## config.mk

```make
export PLATFORM = sky130hd
export DESIGN_NAME = lsb_mem_responder
export DESIGN_NICKNAME = d
export VERILOG_FILES = /design/src/rtl/lsb_mem_responder.sv
export SDC_FILE = /design/constraint.sdc
export NUM_CORES = 1
export LEC_CHECK = 0
export BUFFER_PORTS_ARGS = -buffer_cell sky130_fd_sc_hd__buf_4
export CAP_MARGIN = 20
export CORE_AREA = 2 2 179 181
export DETAILED_ROUTE_END_ITERATION = 8
export DIE_AREA = 0 0 181 183
export PLACE_DENSITY = 0.64
export SLEW_MARGIN = 20
export SYNTH_ARGS = -nofsm -noshare
export SYNTH_HDL_FRONTEND = slang
export SYNTH_SLANG_ARGS = --single-unit
export TNS_END_PERCENT = 100
```

## constraint.sdc

```tcl
create_clock -name clk_in -period 8.6 [get_ports clk_in]
set_input_delay 1.72 -clock clk_in [delete_from_list [all_inputs] [get_ports clk_in]]
set_output_delay 1.72 -clock clk_in [all_outputs]
set_load 0.01 [all_outputs]
```

## src/rtl/lsb_mem_responder.sv

```systemverilog
// Purpose: serialises load/store-buffer requests and 4-byte instruction fetches into byte accesses on the RAM/IO bus.
// Latency: welcome 1 cycle after request; loads/fetches complete N+1 cycles after entry, stores N cycles after welcome.
// Backpressure: one request in flight, accepted only in IDLE (data beats fetch); rdy_in low freezes all state; a full IO buffer stalls IO stores.
module lsb_mem_responder #(
    parameter int         ADDR_W     = 32,
    parameter logic [1:0] IO_BASE_HI = 2'b11
) (
    input  logic              clk_in,
    input  logic              rst_in,
    input  logic              rdy_in,
    input  logic              rob_clear_up,
    input  logic              lsb_visit_mem,
    input  logic [6:0]        op_type_in,
    input  logic [2:0]        op_in,
    input  logic [ADDR_W-1:0] addr_in,
    input  logic [31:0]       data_in,
    output logic              cache_welcome_signal,
    output logic              cache_ready,
    output logic              is_load,
    output logic [31:0]       data_out,
    input  logic              if_req,
    input  logic [ADDR_W-1:0] if_addr,
    output logic              if_ready,
    output logic [31:0]       if_inst,
    input  logic [7:0]        mem_din,
    output logic [7:0]        mem_dout,
    output logic [ADDR_W-1:0] mem_a,
    output logic              mem_wr,
    input  logic              io_buffer_full
);
    localparam logic [6:0] OP_STORE = 7'b0100011;

    typedef enum logic [2:0] {IDLE, LOAD, STORE, FETCH, IO_WAIT} state_t;

    state_t            state_q, state_d;
    logic [2:0]        cnt_q, cnt_d;
    logic [ADDR_W-1:0] base_q, base_d;
    logic [2:0]        op_q, op_d;
    logic [31:0]       sdata_q, sdata_d;
    logic [31:0]       result_q, result_d;
    logic [ADDR_W-1:0] mem_a_q, mem_a_d;
    logic [7:0]        mem_dout_q, mem_dout_d;
    logic              mem_wr_q, mem_wr_d;
    logic              welcome_q, welcome_d;
    logic              ready_q, ready_d;
    logic              is_load_q, is_load_d;
    logic [31:0]       data_out_q, data_out_d;
    logic              if_ready_q, if_ready_d;
    logic [31:0]       if_inst_q, if_inst_d;

    logic [2:0]        n_bytes;
    logic [2:0]        cnt_nx;
    logic [1:0]        byte_idx;
    logic [31:0]       result_ins;

    function automatic logic [2:0] size_of(input logic [1:0] f);
        case (f)
            2'b00:   return 3'd1;
            2'b01:   return 3'd2;
            default: return 3'd4;
        endcase
    endfunction

    function automatic logic [31:0] extend(input logic [31:0] r, input logic [2:0] f);
        case (f)
            3'b000:  return {{24{r[7]}}, r[7:0]};
            3'b001:  return {{16{r[15]}}, r[15:0]};
            3'b100:  return {24'd0, r[7:0]};
            3'b101:  return {16'd0, r[15:0]};
            default: return r;
        endcase
    endfunction

    // Access size, next counter and the result with the byte now on mem_din merged in (byte cnt-1 arrives while cnt is driven).
    always_comb begin
        n_bytes    = (state_q == FETCH) ? 3'd4 : size_of(op_q[1:0]);
        cnt_nx     = cnt_q + 3'd1;
        byte_idx   = cnt_q[1:0] - 2'd1;
        result_ins = result_q;
        result_ins[{byte_idx, 3'b000} +: 8] = mem_din;
    end

    // Next-state and next-output logic; all outputs are registered from these values.
    always_comb begin
        state_d    = state_q;
        cnt_d      = cnt_q;
        base_d     = base_q;
        op_d       = op_q;
        sdata_d    = sdata_q;
        result_d   = result_q;
        mem_a_d    = mem_a_q;
        mem_dout_d = mem_dout_q;
        mem_wr_d   = mem_wr_q;
        welcome_d  = 1'b0;
        ready_d    = 1'b0;
        if_ready_d = 1'b0;
        is_load_d  = is_load_q;
        data_out_d = data_out_q;
        if_inst_d  = if_inst_q;
        case (state_q)
            IDLE: begin
                // A request coinciding with a flush belongs to squashed work and is dropped.
                if (!rob_clear_up) begin
                    if (lsb_visit_mem) begin
                        base_d    = addr_in;
                        op_d      = op_in;
                        sdata_d   = data_in;
                        cnt_d     = 3'd0;
                        result_d  = 32'd0;
                        welcome_d = 1'b1;
                        mem_a_d   = addr_in;
                        if (op_type_in == OP_STORE) begin
                            if (addr_in[17:16] == IO_BASE_HI && io_buffer_full) begin
                                state_d  = IO_WAIT;
                                mem_wr_d = 1'b0;
                            end else begin
                                state_d    = STORE;
                                mem_dout_d = data_in[7:0];
                                mem_wr_d   = 1'b1;
                            end
                        end else begin
                            state_d  = LOAD;
                            mem_wr_d = 1'b0;
                        end
                    end else if (if_req) begin
                        base_d   = if_addr;
                        cnt_d    = 3'd0;
                        result_d = 32'd0;
                        mem_a_d  = if_addr;
                        mem_wr_d = 1'b0;
                        state_d  = FETCH;
                    end
                end
            end
            LOAD, FETCH: begin
                if (rob_clear_up) begin
                    state_d  = IDLE;
                    mem_wr_d = 1'b0;
                end else begin
                    if (cnt_q != 3'd0) result_d = result_ins;
                    if (cnt_q == n_bytes) begin
                        state_d = IDLE;
                        if (state_q == LOAD) begin
                            ready_d    = 1'b1;
                            is_load_d  = 1'b1;
                            data_out_d = extend(result_ins, op_q);
                        end else begin
                            if_ready_d = 1'b1;
                            if_inst_d  = result_ins;
                        end
                    end else begin
                        cnt_d   = cnt_nx;
                        mem_a_d = base_q + ADDR_W'(cnt_nx);
                    end
                end
            end
            STORE: begin
                // Committed stores always run to completion, flush or not.
                if (cnt_q == n_bytes - 3'd1) begin
                    state_d   = IDLE;
                    mem_wr_d  = 1'b0;
                    ready_d   = 1'b1;
                    is_load_d = 1'b0;
                end else begin
                    cnt_d      = cnt_nx;
                    mem_a_d    = base_q + ADDR_W'(cnt_nx);
                    mem_dout_d = sdata_q[{cnt_nx[1:0], 3'b000} +: 8];
                    mem_wr_d   = 1'b1;
                end
            end
            IO_WAIT: begin
                if (!io_buffer_full) begin
                    state_d    = STORE;
                    cnt_d      = 3'd0;
                    mem_a_d    = base_q;
                    mem_dout_d = sdata_q[7:0];
                    mem_wr_d   = 1'b1;
                end
            end
            default: state_d = IDLE;
        endcase
    end

    // State and output registers; everything holds while rdy_in is low.
    always_ff @(posedge clk_in or posedge rst_in) begin
        if (rst_in) begin
            state_q    <= IDLE;
            cnt_q      <= 3'd0;
            base_q     <= '0;
            op_q       <= 3'd0;
            sdata_q    <= 32'd0;
            result_q   <= 32'd0;
            mem_a_q    <= '0;
            mem_dout_q <= 8'd0;
            mem_wr_q   <= 1'b0;
            welcome_q  <= 1'b0;
            ready_q    <= 1'b0;
            is_load_q  <= 1'b0;
            data_out_q <= 32'd0;
            if_ready_q <= 1'b0;
            if_inst_q  <= 32'd0;
        end else if (rdy_in) begin
            state_q    <= state_d;
            cnt_q      <= cnt_d;
            base_q     <= base_d;
            op_q       <= op_d;
            sdata_q    <= sdata_d;
            result_q   <= result_d;
            mem_a_q    <= mem_a_d;
            mem_dout_q <= mem_dout_d;
            mem_wr_q   <= mem_wr_d;
            welcome_q  <= welcome_d;
            ready_q    <= ready_d;
            is_load_q  <= is_load_d;
            data_out_q <= data_out_d;
            if_ready_q <= if_ready_d;
            if_inst_q  <= if_inst_d;
        end
    end

    assign cache_welcome_signal = welcome_q;
    assign cache_ready          = ready_q;
    assign is_load              = is_load_q;
    assign data_out             = data_out_q;
    assign if_ready             = if_ready_q;
    assign if_inst              = if_inst_q;
    assign mem_a                = mem_a_q;
    assign mem_dout             = mem_dout_q;
    // A frozen pipeline must never repeat a write strobe.
    assign mem_wr               = mem_wr_q & rdy_in;
endmodule

```

* Yosys cells after proc, flatten, opt, wreduce, memory -nomap -nowiden
Cells that the tools add are included.
** Cells by class
- $add $sub $neg :: 5
- Eq/ne operators :: 27
- Shift operators :: 3
- Muxes and demuxes :: 69
- Bitwise gates (word level) :: 3
- Reduce and logical (&&, ||, !) cells :: 21
** Operator list (count)
- 32-bit two-way mux :: 12
- 32-bit one-hot mux with 4 select lines :: 2
- 32-bit one-hot mux with 2 select lines :: 1
- 3-bit two-way mux :: 17
- 8-bit two-way mux :: 6
- 32-bit by 3-bit adder with 32-bit output :: 1
- 32-bit bitwise mux :: 1
- 8-bit by 7-bit variable shift with 32-bit output (first input constant) :: 1
- 32-bit by 6-bit indexed part select with 8-bit output :: 1
- 8-bit by 7-bit indexed part select with 32-bit output :: 1
- 2-bit != test (second input constant) :: 13
- 3-bit one-hot mux with 4 select lines :: 2
- 8-bit one-hot mux with 3 select lines :: 1
- 6-bit AND reduction :: 4
- 1-bit two-way mux :: 23
- 8-bit AND reduction :: 2
- 5-bit AND reduction :: 2
- 3-bit == test (second input constant) :: 3
- 4-bit AND reduction :: 2
- 7-bit by 6-bit == test with 1-bit output (second input constant) :: 1
- 5-bit negator with 7-bit output :: 1
- 3-bit by 1-bit == test with 1-bit output (second input constant) :: 2
- 3-bit by 2-bit == test with 1-bit output (second input constant) :: 2
- 3-bit == test :: 2
- other kinds (18) :: 25
** Word-level totals
- Flip-flop bits (word level) :: 214
- Bits of input ports :: 121
- Logic and storage cells :: 143

* Longest topological paths before layout
- Depth after elaboration :: 7
- Mapped depth :: 13

* Worst setup path before layout
Ideal clock, no wire load.
- Kind :: flip-flop to flip-flop
- From :: reg cnt_q[0]
- To :: reg mem_a_q[18], in the netlist mem_a[18]
- Setup time :: 0.129 ns
- Arrival :: 3.735 ns
- Setup slack :: 4.737 ns
- Stages on the path, launching flop included :: 14
- Buffers on the path :: 3
- Clock period less this slack :: 3.863 ns
- Cells stage by stage :: dfrtp_1 > clkbuf_1 > inv_1 > ha_1 > buf_1 > inv_1 > fa_1 > nand2b_1 > a2111oi_0 > clkbuf_1 > nand4_1 > xnor2_1 > a221oi_1 > a21oi_1
** On the way
- Word-level cells in the longest chain between the ends :: 5
- Elaborated cells between the ends (all ways) :: 11
- Classes of those cells :: 2 x add/sub; 4 x eq/ne; 4 x mux; 1 x reduce/logical
** RTL lines
- from (decl) :: RTL line 36 : logic [2:0] cnt_q, cnt_d;
- from (signal assigned) :: RTL line 204 : cnt_q <= cnt_d;
- 3-bit by 1-bit adder with 3-bit output :: RTL line 77 : cnt_nx = cnt_q + 3'd1;
- 32-bit by 3-bit adder with 32-bit output :: RTL line 153, 166
- 32-bit two-way mux :: RTL line 141 : if (cnt_q == n_bytes) begin
- 32-bit two-way mux :: RTL line 136 : if (rob_clear_up) begin
- 32-bit one-hot mux with 4 select lines :: RTL line 100 : case (state_q)
- to (signal assigned) :: RTL line 209 : mem_a_q <= mem_a_d;
- to (decl) :: RTL line 41 : logic [ADDR_W-1:0] mem_a_q, mem_a_d;
Several ways; a longest one is shown, not always the timed one. The select of a mux whose other input is x is not followed.
A chain may end at the register's enable or synchronous reset.

* Worst setup path after layout
- From :: reg cnt_q[0]
- To :: reg mem_a_q[26], in the netlist mem_a[26]
The elaborated chain is that of the path after synthesis.

==> impl_metrics.toml <==
[synth]
synth.avg_cell_area_sq_um = 9.679
synth.yosys.warnings = 0
post_synth_and_or_nand_nor_area_fraction_pct = 15.55
combinational_family_with_the_most_area_after_synthesis = "compound AO/OA/AOI/OAI gates"
synth_sequential_area_ratio_pct = 49.58
synth_enable_flop_cells = 0
mappedNetlistArea_sq_um = 10800
netlist-cell-type-count = 60
synth-async-reset-ratio_pct = 100.0
synth.ff_latch_count = 214
synthesized_net_count = 1247
synth_mux_area_share_pct = 11.03
area_fraction_in_compound_gates_after_synthesis_pct = 16.33
post_synth_inst_count = 1116
synth_adder_area_share_pct = 1.228
synth_xor_xnor_area_share_pct = 2.433
synth-main-ff-cell = "dfrtp_1"

[route]
postRouteWirelength_um = 30380
drt.antenna.violating_nets = 0
routedWlPerCell_um = 17.58
via_count = 9055
initial_drc_count = 783
drc_violations_left = 0
via_per_inst = 5.240
first_pass_iters = 6

[setup_path]
cp_data_required_time_ns = 8.97
regToRegEndpoint = "mem_a[26]$_DFFE_PP0P_"
reg_to_reg_startpoint = "cnt_q[0]$_DFFE_PP0P_"
worstSetupStartpointType = "register"
timing.critical_path.to_type = "register"
crit_path_max_fanout = 21
data_arrival_time_of_the_critical_path_ns = 4.76
r2r_setup_slack_ns = 4.21
worst_r2r_path_depth = 11
timing_worst_setup_path_type = "register to register"

[grt]
first_global_vias = 8792
globalRouteMet3Util_pct = 3.237
grt_util_met1_pct = 24.47
wire_length_of_the_first_global_routing_pass_um = 48060
grt_antenna_before_repair = 2
grt.total_usage_pct = 18.05
grt_max_degree = 139
busiest_layer = "met2"
grt_util_met2_pct = 29.91
grt.overflow.total = 0

[worst_hold_path]
holdCritStartpoint = "result_q[22]$_DFFE_PP0P_"
whs_endpoint = "result_q[22]$_DFFE_PP0P_"
holdCritPathClass = "register to register"
min_path_cells = 2

[timing]
worstMarginPinSlew_ns = 1.012
report.final.setup_viol = 0
fin_worst_skew_ns = 0.01126
max_clock_freq_ghz = 0.2278
post-route-period-util_pct = 51.04
setup-tns-final_ns = 0
whs_ns = 0.4654
final.min_clock_period_ns = 4.389
maxSlewHeadroom_pct = 31.99
final_hold_viols = 0
rsz0062_at_grt = "no"
count_of_final_max_slew_check_failures = 0

[clock_network]
cts_post_setup_buffers_inserted = 0
cts_tree = "yes"
cts.root.buffer_cell = "clkbuf_16"
cts_hold_buf = 0
cts_sinks = 214
cts_htree_levels = 1
post_cts_resized = 0
cts.path.max_buffers = 3
cts_buffers = 25
worst_skew_pair.late_latency_ns = 0.53
clk_pin_slew_ns = 0.06

[floorplan]
die_width_um = 181
io_pins = 230
die_area_sq_um = 33120
row_count = 65
die_height_um = 183
standard_cell_core_area_sq_um = 31230
start_util_pct = 34.59

[finish]
layout.nets = 1441
fillCellCount = 3042
layout-drive-gt1-share_pct = 27.72
flow.area_growth_from_synthesis_pct = 26.35

[status]
outcome = "finished, final reports clean"

[run]
drv_cap = 0

[power]
powerDensity_nw_per_um2 = 356.4
vdd.ir_drop.worst_v = 0.0001683
power_leakage_nw = 6.127

[placement]
dp_hpwl_um = 21010
gp_congestion = 0.8233
io_buffers = 229
-- registers in the layout (all words and copies together) (netlist names), 8 cells and up --
| register | flops |
|---|---|
| base_q | 32 |
| if_inst | 32 |
| mem_a | 32 |
| data_out | 32 |
| result_q | 32 |
| sdata_q | 32 |
| mem_dout | 8 |
-- Yosys cell counts, types with 11 or more instances --
cell      number  area share (%)
o211ai_1      13            0.90
mux2i_1       29             2.7
mux2_2        64             6.7
dfrtp_1      214              50
xnor2_1       25             2.0
o31ai_1       25             1.7
clkbuf_1      57             2.0
o21ai_0       30             1.4
nand3_1       21            0.97
a21oi_1      157             7.3
inv_1         30             1.0
nor2_1       169             5.9
a31oi_1       11            0.64
buf_1         11            0.38
nand4_1       14            0.81
nor2b_1       33             1.9
nand2_1       78             2.7
-- through the flow --
stage	std cells	setup slack, ns	utilization [%]	area (sq um)	power, W
final	1728	4.211	43.70	13650	0.004864
after global routing	1728	3.812	43.70	13650	0.005207
after CTS	1725	4.166	43.60	13620	0.004896
after detailed placement	1684	4.209	41.21	12870	0.003897
after global placement	1684	4.323	41.21	12870	0.003845
after floorplan	1116	1.029	-	10800	0.003075
-- per-layer routing --
metal	vias up	part of all wire (%)	wire length (um)
li1	4336	-	-
met1	4345	44	13250
met2	325	48	14440
met3	49	6.2	1879
met4	0	2.6	795
met5	-	0	0
-- cells by family after synthesis --
| family | after synthesis |
|---|---|
| simple gates | 367 |
| flops | 214 |
| mux | 101 |
| compound gates | 288 |
| xor+xnor | 30 |
| buf+inv | 106 |
| fa+ha+maj | 10 |
-- worst max path at each step --
| stage | start | end | slack, ns | cells after the start |
|---|---|---|---|---|
| global placement | cnt_q[0]$_DFFE_PP0P_ | mem_a[18]$_DFFE_PP0P_ | 4.32 | 11 |
| finish | cnt_q[0]$_DFFE_PP0P_ | mem_a[26]$_DFFE_PP0P_ | 4.21 | 11 |
| floorplan | rst_in | base_q[0]$_DFFE_PP0P_ | 1.03 | 1 |
| detailed placement | cnt_q[0]$_DFFE_PP0P_ | mem_a[26]$_DFFE_PP0P_ | 4.21 | 11 |
| global route | cnt_q[0]$_DFFE_PP0P_ | mem_a[24]$_DFFE_PP0P_ | 3.81 | 11 |
| CTS | cnt_q[0]$_DFFE_PP0P_ | mem_a[26]$_DFFE_PP0P_ | 4.17 | 11 |
-- power breakdown --
part	switching [W]	internal, W	total (W)	leakage (nW)
registers	0.000370	0.00144	0.00181	2.63
logic	0.00109	0.000975	0.00206	3.14
clock network	0.000414	0.000574	0.000987	0.365
total	0.00187	0.00299	0.00486	6.13
-- worst max-delay path, cell delays in order, from the launching register on --
cell and delay (ns):
dfrtp_1 0.88, inv_1 0.27, ha_1 0.95, inv_1 0.14, fa_1 0.46, nand2b_1 0.21, a2111oi_2 0.39, buf_4 0.26
nand4b_1 0.14, xnor2_1 0.17, a222oi_1 0.23, a21oi_1 0.11
-- layout make-up --
cell class	instances	area [sq um]	share of cell area (%)
repair buffers	243	1844	13.51
multi-input cells	796	5074	37.17
clock inverters	4	26.28	0.1925
well taps	402	503.0	3.685
diodes	2	5.005	0.03667
flip-flops and latches	214	5355	39.24
clock buffers	37	720.7	5.281
inverters	30	120.1	0.8801
-- layout by cell type (no fill, tap or decap), types with 9 or more instances in the layout --
master and instances:
xnor2_1 25, mux2_2 64, a22oi_1 9, nand3_1 20
ha_1 9, nand4_1 14, inv_1 29, dfrtp_1 214
o31ai_1 25, a31oi_1 11, o21ai_0 30, mux2i_1 29
and3_1 9, clkbuf_16 25, nor2_1 167, a21oi_1 157
o211ai_1 13, buf_4 242, nand2_1 78, nor2b_1 33
No activity file was read; power rests on OpenSTA's default activity.
